<file path="src/rtl/line_arb_pkg.sv">
// rtl/line_arb_pkg.sv - shared state, owner and rw encodings for the line request arbiter
package line_arb_pkg;

  typedef enum logic [1:0] {
    ST_IDLE  = 2'd0,
    ST_ISSUE = 2'd1,
    ST_WAIT  = 2'd2,
    ST_RESP  = 2'd3
  } arb_state_e;

  localparam logic OWN_IC   = 1'b0;
  localparam logic OWN_DC   = 1'b1;
  localparam logic RW_READ  = 1'b1;
  localparam logic RW_WRITE = 1'b0;

  localparam int LINE_OFF_W = 4;

endpackage

</file>
<file path="src/rtl/line_req_arb_if.sv">
// rtl/line_req_arb_if.sv - cache request, response and axi_m request signals of the line arbiter
interface line_req_arb_if #(
  parameter int ADDR_W = 32,
  parameter int LINE_W = 128
);

  logic              ic_req_valid_i;
  logic [ADDR_W-1:0] ic_req_addr_i;
  logic              ic_req_ready_o;
  logic              ic_rsp_valid_o;
  logic [LINE_W-1:0] ic_rsp_data_o;

  logic              dc_req_valid_i;
  logic              dc_req_rw_i;
  logic [ADDR_W-1:0] dc_req_addr_i;
  logic [LINE_W-1:0] dc_req_data_i;
  logic              dc_req_ready_o;
  logic              dc_rsp_valid_o;
  logic [LINE_W-1:0] dc_rsp_data_o;

  logic              rsp_err_o;

  logic              rvcore_valid_req_o;
  logic              rvcore_rw_o;
  logic [ADDR_W-1:0] rvcore_addr_o;
  logic [LINE_W-1:0] rvcore_data_o;
  logic [LINE_W-1:0] axi_data_i;
  logic              axi_rd_over_i;
  logic              axi_wr_over_i;

  modport slave (
    input  ic_req_valid_i, ic_req_addr_i,
    input  dc_req_valid_i, dc_req_rw_i, dc_req_addr_i, dc_req_data_i,
    input  axi_data_i, axi_rd_over_i, axi_wr_over_i,
    output ic_req_ready_o, ic_rsp_valid_o, ic_rsp_data_o,
    output dc_req_ready_o, dc_rsp_valid_o, dc_rsp_data_o,
    output rsp_err_o,
    output rvcore_valid_req_o, rvcore_rw_o, rvcore_addr_o, rvcore_data_o
  );

  modport master (
    output ic_req_valid_i, ic_req_addr_i,
    output dc_req_valid_i, dc_req_rw_i, dc_req_addr_i, dc_req_data_i,
    output axi_data_i, axi_rd_over_i, axi_wr_over_i,
    input  ic_req_ready_o, ic_rsp_valid_o, ic_rsp_data_o,
    input  dc_req_ready_o, dc_rsp_valid_o, dc_rsp_data_o,
    input  rsp_err_o,
    input  rvcore_valid_req_o, rvcore_rw_o, rvcore_addr_o, rvcore_data_o
  );

endinterface

</file>
<file path="src/rtl/line_arb_pick.sv">
// rtl/line_arb_pick.sv - grant selection between I-cache and D-cache requests
// LINE_ARB_RR_EN selects round-robin on ties; otherwise D-cache has fixed priority.
module line_arb_pick
  import line_arb_pkg::*;
(
  input  logic clk,
  input  logic rst,
  input  logic i_ic_valid,
  input  logic i_dc_valid,
  input  logic i_take,
  output logic o_grant_any,
  output logic o_owner
);

  assign o_grant_any = i_ic_valid | i_dc_valid;

`ifdef LINE_ARB_RR_EN
  logic r_last;

  // Reset to "I-cache last" so the first tie goes to the D-cache.
  always_ff @(posedge clk) begin
    if (rst) begin
      r_last <= OWN_IC;
    end else if (i_take && o_grant_any) begin
      r_last <= o_owner;
    end
  end

  always_comb begin
    o_owner = i_dc_valid ? OWN_DC : OWN_IC;
    if (i_ic_valid && i_dc_valid) begin
      o_owner = ~r_last;
    end
  end
`else
  logic w_unused;
  assign w_unused = ^{clk, rst, i_take};
  assign o_owner  = i_dc_valid ? OWN_DC : OWN_IC;
`endif

endmodule

</file>
<file path="src/rtl/line_req_arb.sv">
// rtl/line_req_arb.sv - serialises I/D-cache line requests onto axi_m with a completion watchdog
// Optional LINE_ARB_RR_EN: round-robin tie breaking in line_arb_pick.
module line_req_arb
  import line_arb_pkg::*;
#(
  parameter int ADDR_W  = 32,
  parameter int LINE_W  = 128,
  parameter int TMO_CYC = 1023
) (
  input  logic           clk,
  input  logic           rst,
  line_req_arb_if.slave  bus
);

  localparam int CNT_W = $clog2(TMO_CYC + 1);
  localparam logic [CNT_W-1:0] TMO_LIM = CNT_W'(TMO_CYC);

  arb_state_e        r_state;
  logic              r_owner;
  logic              r_rw;
  logic              r_err;
  logic [ADDR_W-1:0] r_addr;
  logic [LINE_W-1:0] r_wdata;
  logic [LINE_W-1:0] r_rdata;
  logic [CNT_W-1:0]  r_cnt;

  logic w_idle;
  logic w_resp;
  logic w_both;
  logic w_grant_any;
  logic w_owner;
  logic w_done;
  logic w_tmo;

  assign w_idle = (r_state == ST_IDLE);
  assign w_resp = (r_state == ST_RESP);
  assign w_both = bus.ic_req_valid_i & bus.dc_req_valid_i;

  line_arb_pick u_pick (
    .clk         (clk),
    .rst         (rst),
    .i_ic_valid  (bus.ic_req_valid_i),
    .i_dc_valid  (bus.dc_req_valid_i),
    .i_take      (w_idle),
    .o_grant_any (w_grant_any),
    .o_owner     (w_owner)
  );

  // The tie loser's ready is dropped so its valid&ready never looks accepted.
  assign bus.ic_req_ready_o = w_idle & ~(w_both & (w_owner == OWN_DC));
  assign bus.dc_req_ready_o = w_idle & ~(w_both & (w_owner == OWN_IC));

  assign w_done = (r_rw == RW_READ) ? bus.axi_rd_over_i : bus.axi_wr_over_i;
  assign w_tmo  = (r_cnt == TMO_LIM);

  always_ff @(posedge clk) begin
    if (rst) begin
      r_state <= ST_IDLE;
      r_owner <= OWN_IC;
      r_rw    <= 1'b0;
      r_err   <= 1'b0;
      r_addr  <= '0;
      r_wdata <= '0;
      r_rdata <= '0;
      r_cnt   <= '0;
    end else begin
      case (r_state)
        ST_IDLE: begin
          if (w_grant_any) begin
            r_owner <= w_owner;
            r_err   <= 1'b0;
            r_rdata <= '0;
            r_state <= ST_ISSUE;
            if (w_owner == OWN_DC) begin
              r_rw    <= bus.dc_req_rw_i;
              r_addr  <= {bus.dc_req_addr_i[ADDR_W-1:LINE_OFF_W], {LINE_OFF_W{1'b0}}};
              r_wdata <= (bus.dc_req_rw_i == RW_WRITE) ? bus.dc_req_data_i : '0;
            end else begin
              r_rw    <= RW_READ;
              r_addr  <= {bus.ic_req_addr_i[ADDR_W-1:LINE_OFF_W], {LINE_OFF_W{1'b0}}};
              r_wdata <= '0;
            end
          end
        end
        ST_ISSUE: begin
          r_cnt   <= '0;
          r_state <= ST_WAIT;
        end
        ST_WAIT: begin
          // A real completion wins over a watchdog expiry in the same cycle.
          if (w_done) begin
            if (r_rw == RW_READ) begin
              r_rdata <= bus.axi_data_i;
            end
            r_state <= ST_RESP;
          end else if (w_tmo) begin
            r_err   <= 1'b1;
            r_rdata <= '0;
            r_state <= ST_RESP;
          end else begin
            r_cnt <= r_cnt + 1'b1;
          end
        end
        ST_RESP: begin
          r_state <= ST_IDLE;
        end
        default: begin
          r_state <= ST_IDLE;
        end
      endcase
    end
  end

  assign bus.rvcore_valid_req_o = (r_state == ST_ISSUE);
  assign bus.rvcore_rw_o        = r_rw;
  assign bus.rvcore_addr_o      = r_addr;
  assign bus.rvcore_data_o      = r_wdata;

  assign bus.ic_rsp_valid_o = w_resp & (r_owner == OWN_IC);
  assign bus.dc_rsp_valid_o = w_resp & (r_owner == OWN_DC);
  assign bus.ic_rsp_data_o  = bus.ic_rsp_valid_o ? r_rdata : '0;
  assign bus.dc_rsp_data_o  = bus.dc_rsp_valid_o ? r_rdata : '0;
  assign bus.rsp_err_o      = w_resp & r_err;

endmodule

</file>
<file path="src/flat_wrapper.sv">
// flat-port wrapper written by rule: the top's interface ports become plain ports
module line_req_arb_flat import line_arb_pkg::*;
#(
  parameter int ADDR_W  = 32,
  parameter int LINE_W  = 128,
  parameter int TMO_CYC = 1023
)
  (clk, rst, bus_ic_req_valid_i, bus_ic_req_addr_i, bus_dc_req_valid_i, bus_dc_req_rw_i, bus_dc_req_addr_i, bus_dc_req_data_i, bus_axi_data_i, bus_axi_rd_over_i, bus_axi_wr_over_i, bus_ic_req_ready_o, bus_ic_rsp_valid_o, bus_ic_rsp_data_o, bus_dc_req_ready_o, bus_dc_rsp_valid_o, bus_dc_rsp_data_o, bus_rsp_err_o, bus_rvcore_valid_req_o, bus_rvcore_rw_o, bus_rvcore_addr_o, bus_rvcore_data_o);
  line_req_arb_if #(.ADDR_W(ADDR_W), .LINE_W(LINE_W)) bus_i ();
  input  logic clk;
  input  logic rst;
  input wire logic [$bits(bus_i.ic_req_valid_i)-1:0] bus_ic_req_valid_i;
  input wire logic [$bits(bus_i.ic_req_addr_i)-1:0] bus_ic_req_addr_i;
  input wire logic [$bits(bus_i.dc_req_valid_i)-1:0] bus_dc_req_valid_i;
  input wire logic [$bits(bus_i.dc_req_rw_i)-1:0] bus_dc_req_rw_i;
  input wire logic [$bits(bus_i.dc_req_addr_i)-1:0] bus_dc_req_addr_i;
  input wire logic [$bits(bus_i.dc_req_data_i)-1:0] bus_dc_req_data_i;
  input wire logic [$bits(bus_i.axi_data_i)-1:0] bus_axi_data_i;
  input wire logic [$bits(bus_i.axi_rd_over_i)-1:0] bus_axi_rd_over_i;
  input wire logic [$bits(bus_i.axi_wr_over_i)-1:0] bus_axi_wr_over_i;
  output wire logic [$bits(bus_i.ic_req_ready_o)-1:0] bus_ic_req_ready_o;
  output wire logic [$bits(bus_i.ic_rsp_valid_o)-1:0] bus_ic_rsp_valid_o;
  output wire logic [$bits(bus_i.ic_rsp_data_o)-1:0] bus_ic_rsp_data_o;
  output wire logic [$bits(bus_i.dc_req_ready_o)-1:0] bus_dc_req_ready_o;
  output wire logic [$bits(bus_i.dc_rsp_valid_o)-1:0] bus_dc_rsp_valid_o;
  output wire logic [$bits(bus_i.dc_rsp_data_o)-1:0] bus_dc_rsp_data_o;
  output wire logic [$bits(bus_i.rsp_err_o)-1:0] bus_rsp_err_o;
  output wire logic [$bits(bus_i.rvcore_valid_req_o)-1:0] bus_rvcore_valid_req_o;
  output wire logic [$bits(bus_i.rvcore_rw_o)-1:0] bus_rvcore_rw_o;
  output wire logic [$bits(bus_i.rvcore_addr_o)-1:0] bus_rvcore_addr_o;
  output wire logic [$bits(bus_i.rvcore_data_o)-1:0] bus_rvcore_data_o;
  assign bus_i.ic_req_valid_i = bus_ic_req_valid_i;
  assign bus_i.ic_req_addr_i = bus_ic_req_addr_i;
  assign bus_i.dc_req_valid_i = bus_dc_req_valid_i;
  assign bus_i.dc_req_rw_i = bus_dc_req_rw_i;
  assign bus_i.dc_req_addr_i = bus_dc_req_addr_i;
  assign bus_i.dc_req_data_i = bus_dc_req_data_i;
  assign bus_i.axi_data_i = bus_axi_data_i;
  assign bus_i.axi_rd_over_i = bus_axi_rd_over_i;
  assign bus_i.axi_wr_over_i = bus_axi_wr_over_i;
  assign bus_ic_req_ready_o = bus_i.ic_req_ready_o;
  assign bus_ic_rsp_valid_o = bus_i.ic_rsp_valid_o;
  assign bus_ic_rsp_data_o = bus_i.ic_rsp_data_o;
  assign bus_dc_req_ready_o = bus_i.dc_req_ready_o;
  assign bus_dc_rsp_valid_o = bus_i.dc_rsp_valid_o;
  assign bus_dc_rsp_data_o = bus_i.dc_rsp_data_o;
  assign bus_rsp_err_o = bus_i.rsp_err_o;
  assign bus_rvcore_valid_req_o = bus_i.rvcore_valid_req_o;
  assign bus_rvcore_rw_o = bus_i.rvcore_rw_o;
  assign bus_rvcore_addr_o = bus_i.rvcore_addr_o;
  assign bus_rvcore_data_o = bus_i.rvcore_data_o;
  line_req_arb #(.ADDR_W(ADDR_W), .LINE_W(LINE_W), .TMO_CYC(TMO_CYC)) u_core (.clk(clk), .rst(rst), .bus(bus_i));
endmodule
</file>
<file path="config.mk">
export PLATFORM = sky130hd
export DESIGN_NAME = line_req_arb_flat
export DESIGN_NICKNAME = d
export VERILOG_FILES = /design/src/rtl/line_arb_pkg.sv /design/src/rtl/line_req_arb_if.sv /design/src/rtl/line_arb_pick.sv /design/src/rtl/line_req_arb.sv /design/src/flat_wrapper.sv
export SDC_FILE = /design/constraint.sdc
export NUM_CORES = 1
export LEC_CHECK = 0
export CORE_AREA = 2 2 293 295
export CTS_CLUSTER_DIAMETER = 200
export DETAILED_ROUTE_END_ITERATION = 8
export DIE_AREA = 0 0 295 297
export HOLD_SLACK_MARGIN = 0.02
export PLACE_DENSITY = 0.5
export SLEW_MARGIN = 20
export SYNTH_ARGS = -nofsm -noshare
export SYNTH_HDL_FRONTEND = slang
export SYNTH_SLANG_ARGS = --single-unit
</file>
<file path="constraint.sdc">
create_clock -name clk -period 2.45 [get_ports clk]
set_input_delay 0.49 -clock clk [delete_from_list [all_inputs] [get_ports clk]]
set_output_delay 0.49 -clock clk [all_outputs]
set_load 0.005 [all_outputs]
</file>
==> flow_metrics.tcl, run 1 <==
set metrics [dict create \
    rrSetupSlack_ns 0.22 \
    critical-path-max-stage-delay_ns 0.34 \
    numCtsBuffers 38 \
    crit_arrival_ns 2.15 \
    grt_pass1_vias 13400 \
    yosysWarnings 0 \
    utilization 0.279 \
    setup_violations 96 \
    die_y_um 297 \
    cts_hold_buf 0 \
    max_freq_mhz 379 \
    rows 107 \
    clkTransAtPathRegs_ns 0.06 \
    final.fill_count 8933 \
    drt_iter0_drc 775 \
    power_frac_clock 0.323 \
    drive_gt1_frac 0.249 \
    cp.required_ns 1.96 \
    dpl.hpwl_um 48800 \
    timing.max_cap.violations 0 \
    period_share 1.08 \
    worstSetupStartpointType "register" \
    die_x_um 295 \
    antenna_left 0 \
    worstMarginPinSlew_ns 0.927 \
    seq_area_frac_synth 0.497 \
    hp-start "bus_dc_req_valid_i" \
    syn_to_final_growth_pct 95.7 \
    dr.pass1.iters 5 \
    synth.avg_cell_area_um2 9.54 \
    cts-htree-levels 2 \
    critPathLaunch "u_core.r_state[0]" \
    endpoint_kind "primary output" \
    final_cell_mix "clkdlybuf4s50_1 (477), dfxtp_1 (296), nor2_1 (161)" \
    power_leakage_uw 0.0100 \
    path_cells "ha_4 -> nor2b_4 -> buf_12 -> buf_12 -> buf_12 -> buf_16 -> buf_8 -> and2_4 -> buf_12" \
    cp_common_cell "buf_12" \
    worstSetupPathType "reg2out" \
    fin_skew_ns 0.0134 \
    gp_congestion 0.845 \
    io_buffer_count 737 \
    combPwrFrac 0.357 \
    rsz0062_at_grt "yes" \
    layout_setup_ws_ns -0.190 \
    crit_fanout 5 \
    synth.distinct_cells 45 \
    numClockSinks 299 \
    holdWs_ns 0.336 \
    fin_crit_ns 2.64 \
    cts_buffer_depth 3 \
    drt_drc_violations_left 0 \
    dieArea_um2 87600 \
    peakVddDrop_v 0.000457 \
    vias 13200 \
    status "finished, violations left" \
    synth-edff-count 0 \
    async_flop_share 0 \
    final_common_cell "clkdlybuf4s50_1" \
    vias_per_cell 4.11 \
    tritoncts "yes" \
    io-pin-count 750 \
    finalPower_uw 17600 \
    grt_usage 0.148 \
    core_area_um2 84500 \
    yosys_register_bits 299 \
    cpLargestDelayFamily "buffers and inverters" \
    grt_max_degree 82 \
    worstSkewPairLatency_ns 0.55 \
    syn-instance-count 1261 \
    slowest_stage "dfxtp_2" \
    pre_cts_ws_ns -0.0737 \
    power_density_nw_per_um2 746 \
    final_max_slew_viol_count 0 \
    seqPwrFrac 0.320 \
    slew_headroom 0.382 \
    floorplan.initialDensity 0.142 \
    nets 2359 \
    p_sw_frac 0.331 \
    grt_pass1_wl_um 95300 \
    antenna_found_initial 5 \
    synth-main-ff-cell "dfxtp_1" \
    drt-total-wl_um 69500 \
    routedWlPerCell_um 21.7 \
    hold_viol 0 \
    syn_area_um2 12000 \
    hold_path.class "in2reg" \
    internal-power_uw 11800 \
    grt-ovfl-total 0 \
    r2r-start "u_core.r_state[0]" \
    p_sw_uw 5810 \
    failed_checks "setup timing" \
    root_buffer "clkbuf_16" \
    worst-path-buf-inv 6 \
]
==> timing repair <==
action,4_1_cts,5_1_grt
pin swaps,22,4
cloned,18,3
setup endpoints to repair,264,180
endpoints found under the hold margin,0,0
resized for setup,862,183
buffers inserted,40,7
==> tightest hold or removal path, cell delays in order <==
cell and delay, ns:
buf_2 0.14, nand2_1 0.12, a21oi_1 0.09
==> sequential cells by signal, summed over array words and instances, names as in the netlist <==
name                      count
u_core.r_err                  1
u_core.r_cnt                 10
u_core.r_rdata              128
u_core.bus.rvcore_rw_o        1
u_core.r_state                2
u_core.r_owner                1
u_core.bus.rvcore_addr_o     28
u_core.bus.rvcore_data_o    128
==> stage by stage <==
stage                     setup TNS [ns]  cell area (µm²)  instances
after global routing              -19.07            23600       3199
after detailed placement           -4.39            21100       3067
after floorplan                        0            12000       1264
final                              -7.71            23600       3200
after CTS                         -20.59            23400       3193
after global placement             -8.27            21100       3067
==> logic make-up after synthesis <==
| logic type | after synthesis | synth area share |
|---|---|---|
| mux | 30 | 0.0261 |
| simple gates | 462 | 0.205 |
| flops | 299 | 0.497 |
| compound gates | 321 | 0.212 |
| buf+inv | 143 | 0.0539 |
| other cells | 1 | 0.000312 |
| fa+ha+maj | 5 | 0.00520 |
==> cell usage after synthesis (2+ instances only) <==
master	number	share of area
nand4_1	4	0.0021
a31oi_1	5	0.0026
a21oi_1	8	0.0033
nor3_1	4	0.0017
nand3_1	6	0.0025
buf_6	10	0.0094
o21ai_0	7	0.0029
a311oi_1	2	0.0015
nor4_1	2	0.0010
inv_1	8	0.0025
or4_1	4	0.0025
buf_2	11	0.0046
o211ai_1	4	0.0025
dfxtp_1	299	0.50
and3_1	130	0.068
nand2_1	11	0.0034
a22o_1	128	0.093
and4_1	3	0.0022
buf_1	4	0.0012
mux2i_1	28	0.023
and2_1	130	0.068
o21a_1	2	0.0012
clkbuf_1	104	0.032
nand2b_1	2	0.0010
nor2_1	162	0.051
buf_4	6	0.0037
ha_1	5	0.0052
a211oi_1	28	0.017
a22oi_1	128	0.080
==> layout make-up <==
cell class	instances	area [µm²]	area share
repair buffers	858	9020	0.383
flip-flops and latches	299	5990	0.254
multi-input cells	822	5820	0.247
well taps	1144	1430	0.0608
clock buffers	54	1100	0.0467
clock inverters	14	154	0.00653
inverters	8	30.0	0.00127
diodes	1	2.50	0.000106
==> per-layer routing <==
layer  global-route usage  up-vias  wire length, µm
met1                0.167     6334            26800
li1                     -     6108                -
met4               0.0589        4             2610
met3               0.0458       89             5850
met2                0.258      625            34200
met5                    0        -               23
==> power groups by stage <==
stage	logic, µW	clock network (µW)	registers [µW]
floorplan	2330	0	5690
global placement	5200	0	5700
detailed placement	5290	0	5710
CTS	6270	5900	5630
global route	6710	6080	5680
finish	6260	5670	5630
==> final timing paths <==
path | end | cells past startpoint
setup / recovery | bus_ic_rsp_data_o[87] | 9
hold reg to reg | u_core.r_err | 2
hold / removal | u_core.r_owner | 3
setup reg to reg | u_core.r_rdata[114] | 9
Note: power is estimated with default switching activity, not from simulation.
==> run 2, diff against run 1 <==
CTS_CLUSTER_SIZE = 14   (was default)
PLACE_DENSITY = 0.47   (was 0.5)
==> flow_metrics.tcl, run 2 (synthesis results as in run 1) <==
set metrics [dict create \
    status "finished, violations left" \
    failed_checks "setup timing" \
    die_y_um 297 \
    clkTransAtPathRegs_ns 0.08 \
    grt_max_degree 93 \
    cp_common_cell "buf_12" \
    slew_headroom 0.412 \
    vias 13100 \
    grt_pass1_wl_um 92800 \
    worstSetupStartpointType "register" \
    worstSetupPathType "reg2out" \
    crit_arrival_ns 2.15 \
    dpl.hpwl_um 47100 \
    holdPathEnd "u_core.r_owner" \
    slowest_stage "dfxtp_2" \
    rows 107 \
    setup_violations 162 \
    pre_cts_ws_ns -0.0185 \
    syn_to_final_growth_pct 98.1 \
    drt-total-wl_um 67600 \
    nets 2387 \
    grt-ovfl-total 0 \
    cp.required_ns 1.96 \
    final_max_slew_viol_count 0 \
    die_x_um 295 \
    worstSkewPairLatency_ns 0.58 \
    drive_gt1_frac 0.242 \
    rrSetupSlack_ns 0.12 \
    numCtsBuffers 25 \
    vias_per_cell 4.08 \
    antenna_found_initial 4 \
    grt_usage 0.141 \
    antenna_left 0 \
    r2r-start "u_core.r_state[0]" \
    final.fill_count 8794 \
    rr_worst_depth 8 \
    cts-htree-levels 1 \
    layout_setup_ws_ns -0.188 \
    power_density_nw_per_um2 663 \
    dieArea_um2 87600 \
    max_freq_mhz 379 \
    grt_pass1_vias 13200 \
    io-pin-count 750 \
    io_buffer_count 737 \
    drt_drc_violations_left 0 \
    internal-power_uw 10400 \
    hold_depth 3 \
    dr.pass1.iters 4 \
    hold_viol 0 \
    r2r_end "u_core.r_cnt[7]" \
    seqPwrFrac 0.357 \
    worstMarginPinSlew_ns 0.883 \
    fin_tns_setup_ns -17.35 \
    endpoint_kind "primary output" \
    hp-start "bus_dc_req_valid_i" \
    hold_path.class "in2reg" \
    critical-path-max-stage-delay_ns 0.35 \
    fin_skew_ns 0.0233 \
    root_buffer "clkbuf_16" \
    routedWlPerCell_um 21.1 \
    p_sw_uw 5420 \
    fin_crit_ns 2.64 \
    gp_congestion 0.805 \
    power_frac_clock 0.236 \
    crit_fanout 8 \
    path_cells "ha_4 -> nor2b_4 -> buf_6 -> buf_12 -> buf_12 -> clkbuf_16 -> and2_1 -> buf_2" \
    timing.max_cap.violations 0 \
    rsz0062_at_grt "yes" \
    tritoncts "yes" \
    power_leakage_uw 0.0106 \
    core_area_um2 84500 \
    period_share 1.08 \
    drt_iter0_drc 562 \
    p_sw_frac 0.343 \
    numClockSinks 299 \
    final_common_cell "clkdlybuf4s50_1" \
    floorplan.initialDensity 0.142 \
    peakVddDrop_v 0.000453 \
    combPwrFrac 0.407 \
    final_cell_mix "clkdlybuf4s50_1 (493), dfxtp_1 (296), nor2_1 (161)" \
    cts_buffer_depth 3 \
]
## run 2: power by group through the flow
stage / combinational (µW) / clock, µW / sequential [µW]
final: 6430 / 3730 / 5630
after global routing: 6910 / 4090 / 5690
after CTS: 6180 / 3920 / 5640
after detailed placement: 5230 / 0 / 5740
after global placement: 5160 / 0 / 5730
after floorplan: 2330 / 0 / 5690
## run 2: how the worst max path moves through the flow
stage                  startpoint                     end  cells past startpoint
2_1_floorplan   u_core.r_state[0]  bus_ic_rsp_data_o[100]                      5
3_3_place_gp   bus_ic_req_valid_i     u_core.r_rdata[115]                      8
3_5_place_dp   bus_ic_req_valid_i      u_core.r_rdata[19]                      8
4_1_cts         u_core.r_state[1]   bus_dc_rsp_data_o[99]                      4
5_1_grt         u_core.r_state[0]   bus_ic_rsp_data_o[16]                      8
6_report        u_core.r_state[0]   bus_ic_rsp_data_o[16]                      8
## run 2: per-stage QoR
stage	total power [µW]	hold slack [ns]	instances	area, µm²	util
2_1_floorplan	8010	0.445	1264	12000	-
3_3_place_gp	10900	0.464	3083	21100	0.250
3_5_place_dp	11000	0.465	3083	21100	0.250
4_1_cts	15700	0.293	3174	22900	0.271
5_1_grt	16700	0.319	3200	23800	0.282
6_report	15800	0.344	3201	23800	0.282
## run 2: routing by layer
layer  global-route usage  part of all wire  wire [µm]  up-vias
li1                     -                 -          -     6118
met1                0.163              0.40      27000     6297
met3               0.0362             0.076       5140       70
met5                    0           0.00019         13        -
met2                0.251              0.50      33800      575
met4               0.0424             0.026       1750        2
## run 2: timing repair
item | CTS | global route
pin swaps | 15 | 8
resized for setup | 815 | 257
hold buffers | 0 | 0
cloned | 17 | 11
setup endpoints to repair | 261 | 255
hold endpoints to repair | 0 | 0
setup buffers | 50 | 26
## run 2: cell type report
cell class	instances	area (µm²)	area share
inverters	8	30.0	0.00126
diodes	2	5.00	0.000210
flip-flops and latches	299	5990	0.251
clock inverters	1	11.3	0.000472
well taps	1144	1430	0.0600
repair buffers	899	9870	0.414
multi-input cells	822	5870	0.246
clock buffers	26	629	0.0264
## run 2: worst max-delay path: cells and delay by family, from the launching register on
kind | cells | cell delay [ns]
AND/OR/NAND/NOR | 2 | 0.33
buffers and inverters | 5 | 0.67
adder cells (fa/ha/maj) | 1 | 0.21
flip-flops | 1 | 0.35
==> run 3, diff against run 2 <==
ABC_AREA = 1   (was default)
CORE_AREA = 2 2 291 293   (was 2 2 293 295)
DIE_AREA = 0 0 293 295   (was 0 0 295 297)
PLACE_DENSITY = 0.49   (was 0.47)
==> flow_metrics.tcl, run 3 <==
set metrics [dict create \
    status "finished, violations left" \
    failed_checks "setup timing" \
    rr_worst_depth 11 \
    crit_arrival_ns 2.13 \
    slew_headroom 0.490 \
    yosysWarnings 0 \
    io_buffer_count 737 \
    fin_skew_ns 0.0147 \
    die_y_um 295 \
    synth.distinct_cells 28 \
    synth_top_cell_by_area "dfxtp_1" \
    synth.area.top_cells "dfxtp_1 (46%), nor2_1 (17%), nand2_1 (12%)" \
    synth-edff-count 0 \
    final_cell_mix "clkdlybuf4s50_1 (475), nor2_1 (409), nand2_1 (405)" \
    fin_crit_ns 2.62 \
    syn_area_um2 13000 \
    cts-htree-levels 1 \
    p_sw_uw 9280 \
    timing.max_cap.violations 0 \
    drt_drc_violations_left 0 \
    placed_area_um2 22000 \
    layout_setup_ws_ns -0.172 \
    synth-main-ff-cell "dfxtp_1" \
    worstMarginPinSlew_ns 0.765 \
    grt_max_degree 138 \
    syn_to_final_growth_pct 90.6 \
    hold_viol 0 \
    internal-power_uw 12600 \
    gp_congestion 0.817 \
    utilization 0.297 \
    worstSkewPairLatency_ns 0.58 \
    worstSetupStartpointType "register" \
    p_sw_frac 0.425 \
    final_common_cell "clkdlybuf4s50_1" \
    routedWlPerCell_um 18.0 \
    grt_usage 0.143 \
    vias 14900 \
    final_max_slew_viol_count 0 \
    holdWs_ns 0.361 \
    grt_pass1_vias 14100 \
    worstSetupPathType "reg2out" \
    hold_path.class "in2reg" \
    rsz0062_at_grt "yes" \
    root_buffer "clkbuf_16" \
    vias_per_cell 3.95 \
    endpoint_kind "primary output" \
    drt-total-wl_um 67800 \
    max_freq_mhz 381 \
    combPwrFrac 0.508 \
    io-pin-count 750 \
    antenna_left 0 \
    grt-ovfl-total 0 \
    die_x_um 293 \
    nets 3026 \
    peakVddDrop_v 0.000695 \
    syn-instance-count 1896 \
    crit_fanout 7 \
    power_leakage_uw 0.0111 \
    floorplan.initialDensity 0.156 \
    numCtsBuffers 25 \
    drive_gt1_frac 0.214 \
    grt_pass1_wl_um 93900 \
    tritoncts "yes" \
    antenna_found_initial 8 \
    pre_cts_ws_ns -0.000401 \
    synth_top_area_share 0.462 \
    async_flop_share 0 \
    hold_depth 4 \
    yosys_register_bits 299 \
    seqPwrFrac 0.319 \
    synth.avg_cell_area_um2 6.83 \
    rrSetupSlack_ns 0.16 \
    cts_buffer_depth 3 \
    cp.required_ns 1.96 \
    fin_tns_setup_ns -12.47 \
    dieArea_um2 86400 \
    clkTransAtPathRegs_ns 0.07 \
    synthMostInstantiatedCell "nor2_1" \
    rows 106 \
    drt_iter0_drc 611 \
    core_area_um2 83200 \
    fin_area_um2 24700 \
    power_density_nw_per_um2 885 \
    dr.pass1.iters 6 \
    setup_violations 153 \
    period_share 1.07 \
    cts_hold_buf 0 \
    synth_common_cells "nor2_1 (576), nand2_1 (406), dfxtp_1 (299)" \
    seq_area_frac_synth 0.462 \
    numClockSinks 299 \
    diodes 0 \
    power_frac_clock 0.173 \
    dpl.hpwl_um 47400 \
]
[run 3: critical path, stage by stage (launching register included)]
cell and delay, ns:
dfxtp_2 0.36, ha_4 0.16, inv_2 0.04, nor2_2 0.08
buf_6 0.16, clkinv_16 0.10, buf_6 0.14, buf_12 0.14
buf_16 0.16, nor2_1 0.08, buf_2 0.13
[run 3: final cells by class]
| type | count | area (µm²) |
|---|---|---|
| inverters | 155 | 617 |
| clock buffers | 25 | 626 |
| flip-flops and latches | 299 | 5990 |
| clock inverters | 1 | 11.3 |
| multi-input cells | 1300 | 6810 |
| repair buffers | 912 | 9270 |
| repair inverters | 1 | 16.3 |
| well taps | 1080 | 1350 |
| fillers | 8943 | 58500 |
[run 3: logic make-up after synthesis]
logic type / share of synthesized area
fa+ha+maj: 0.00483
compound gates: 0.139
simple gates: 0.295
other cells: 0.000290
xor+xnor: 0.000676
flops: 0.462
buf+inv: 0.0979
[run 3: stage by stage]
step                      power, µW  cells
after floorplan               12700   1899
after global placement        16800   3651
after detailed placement      16800   3651
after CTS                     21400   3721
after global routing          23700   3773
final                         21900   3773
[run 3: worst paths after layout]
| check | from | to |
|---|---|---|
| worst min register to register | u_core.bus.rvcore_data_o[127] | u_core.bus.rvcore_data_o[127] |
| worst max-delay path | u_core.r_state[0] | bus_ic_rsp_data_o[37] |
| worst min-delay path | rst | u_core.bus.rvcore_addr_o[25] |
| worst max register to register | u_core.r_state[0] | u_core.r_rdata[86] |
[run 3: timing repair]
action,CTS,global route
setup buffers,33,49
pin swaps,5,18
endpoints found under the setup margin,261,252
endpoints found under the hold margin,0,0
gates cloned,12,9
gates resized for setup,653,563
[run 3: routing by layer]
| layer | wire length (µm) | global-route usage | vias up | share of wire |
|---|---|---|---|---|
| met4 | 2240 | 0.0433 | 16 | 0.033 |
| met2 | 33100 | 0.252 | 550 | 0.49 |
| li1 | - | - | 7500 | - |
| met1 | 26000 | 0.161 | 6735 | 0.38 |
| met3 | 6330 | 0.0531 | 103 | 0.093 |
| met5 | 101 | 0 | - | 0.0015 |
[run 3: power by group through the flow]
stage	clock network [µW]	logic, µW	registers (µW)
2_1_floorplan	0	5770	6970
3_3_place_gp	0	9810	7020
3_5_place_dp	0	9790	7050
4_1_cts	4030	10400	6970
5_1_grt	4160	12400	7130
6_report	3780	11100	6970
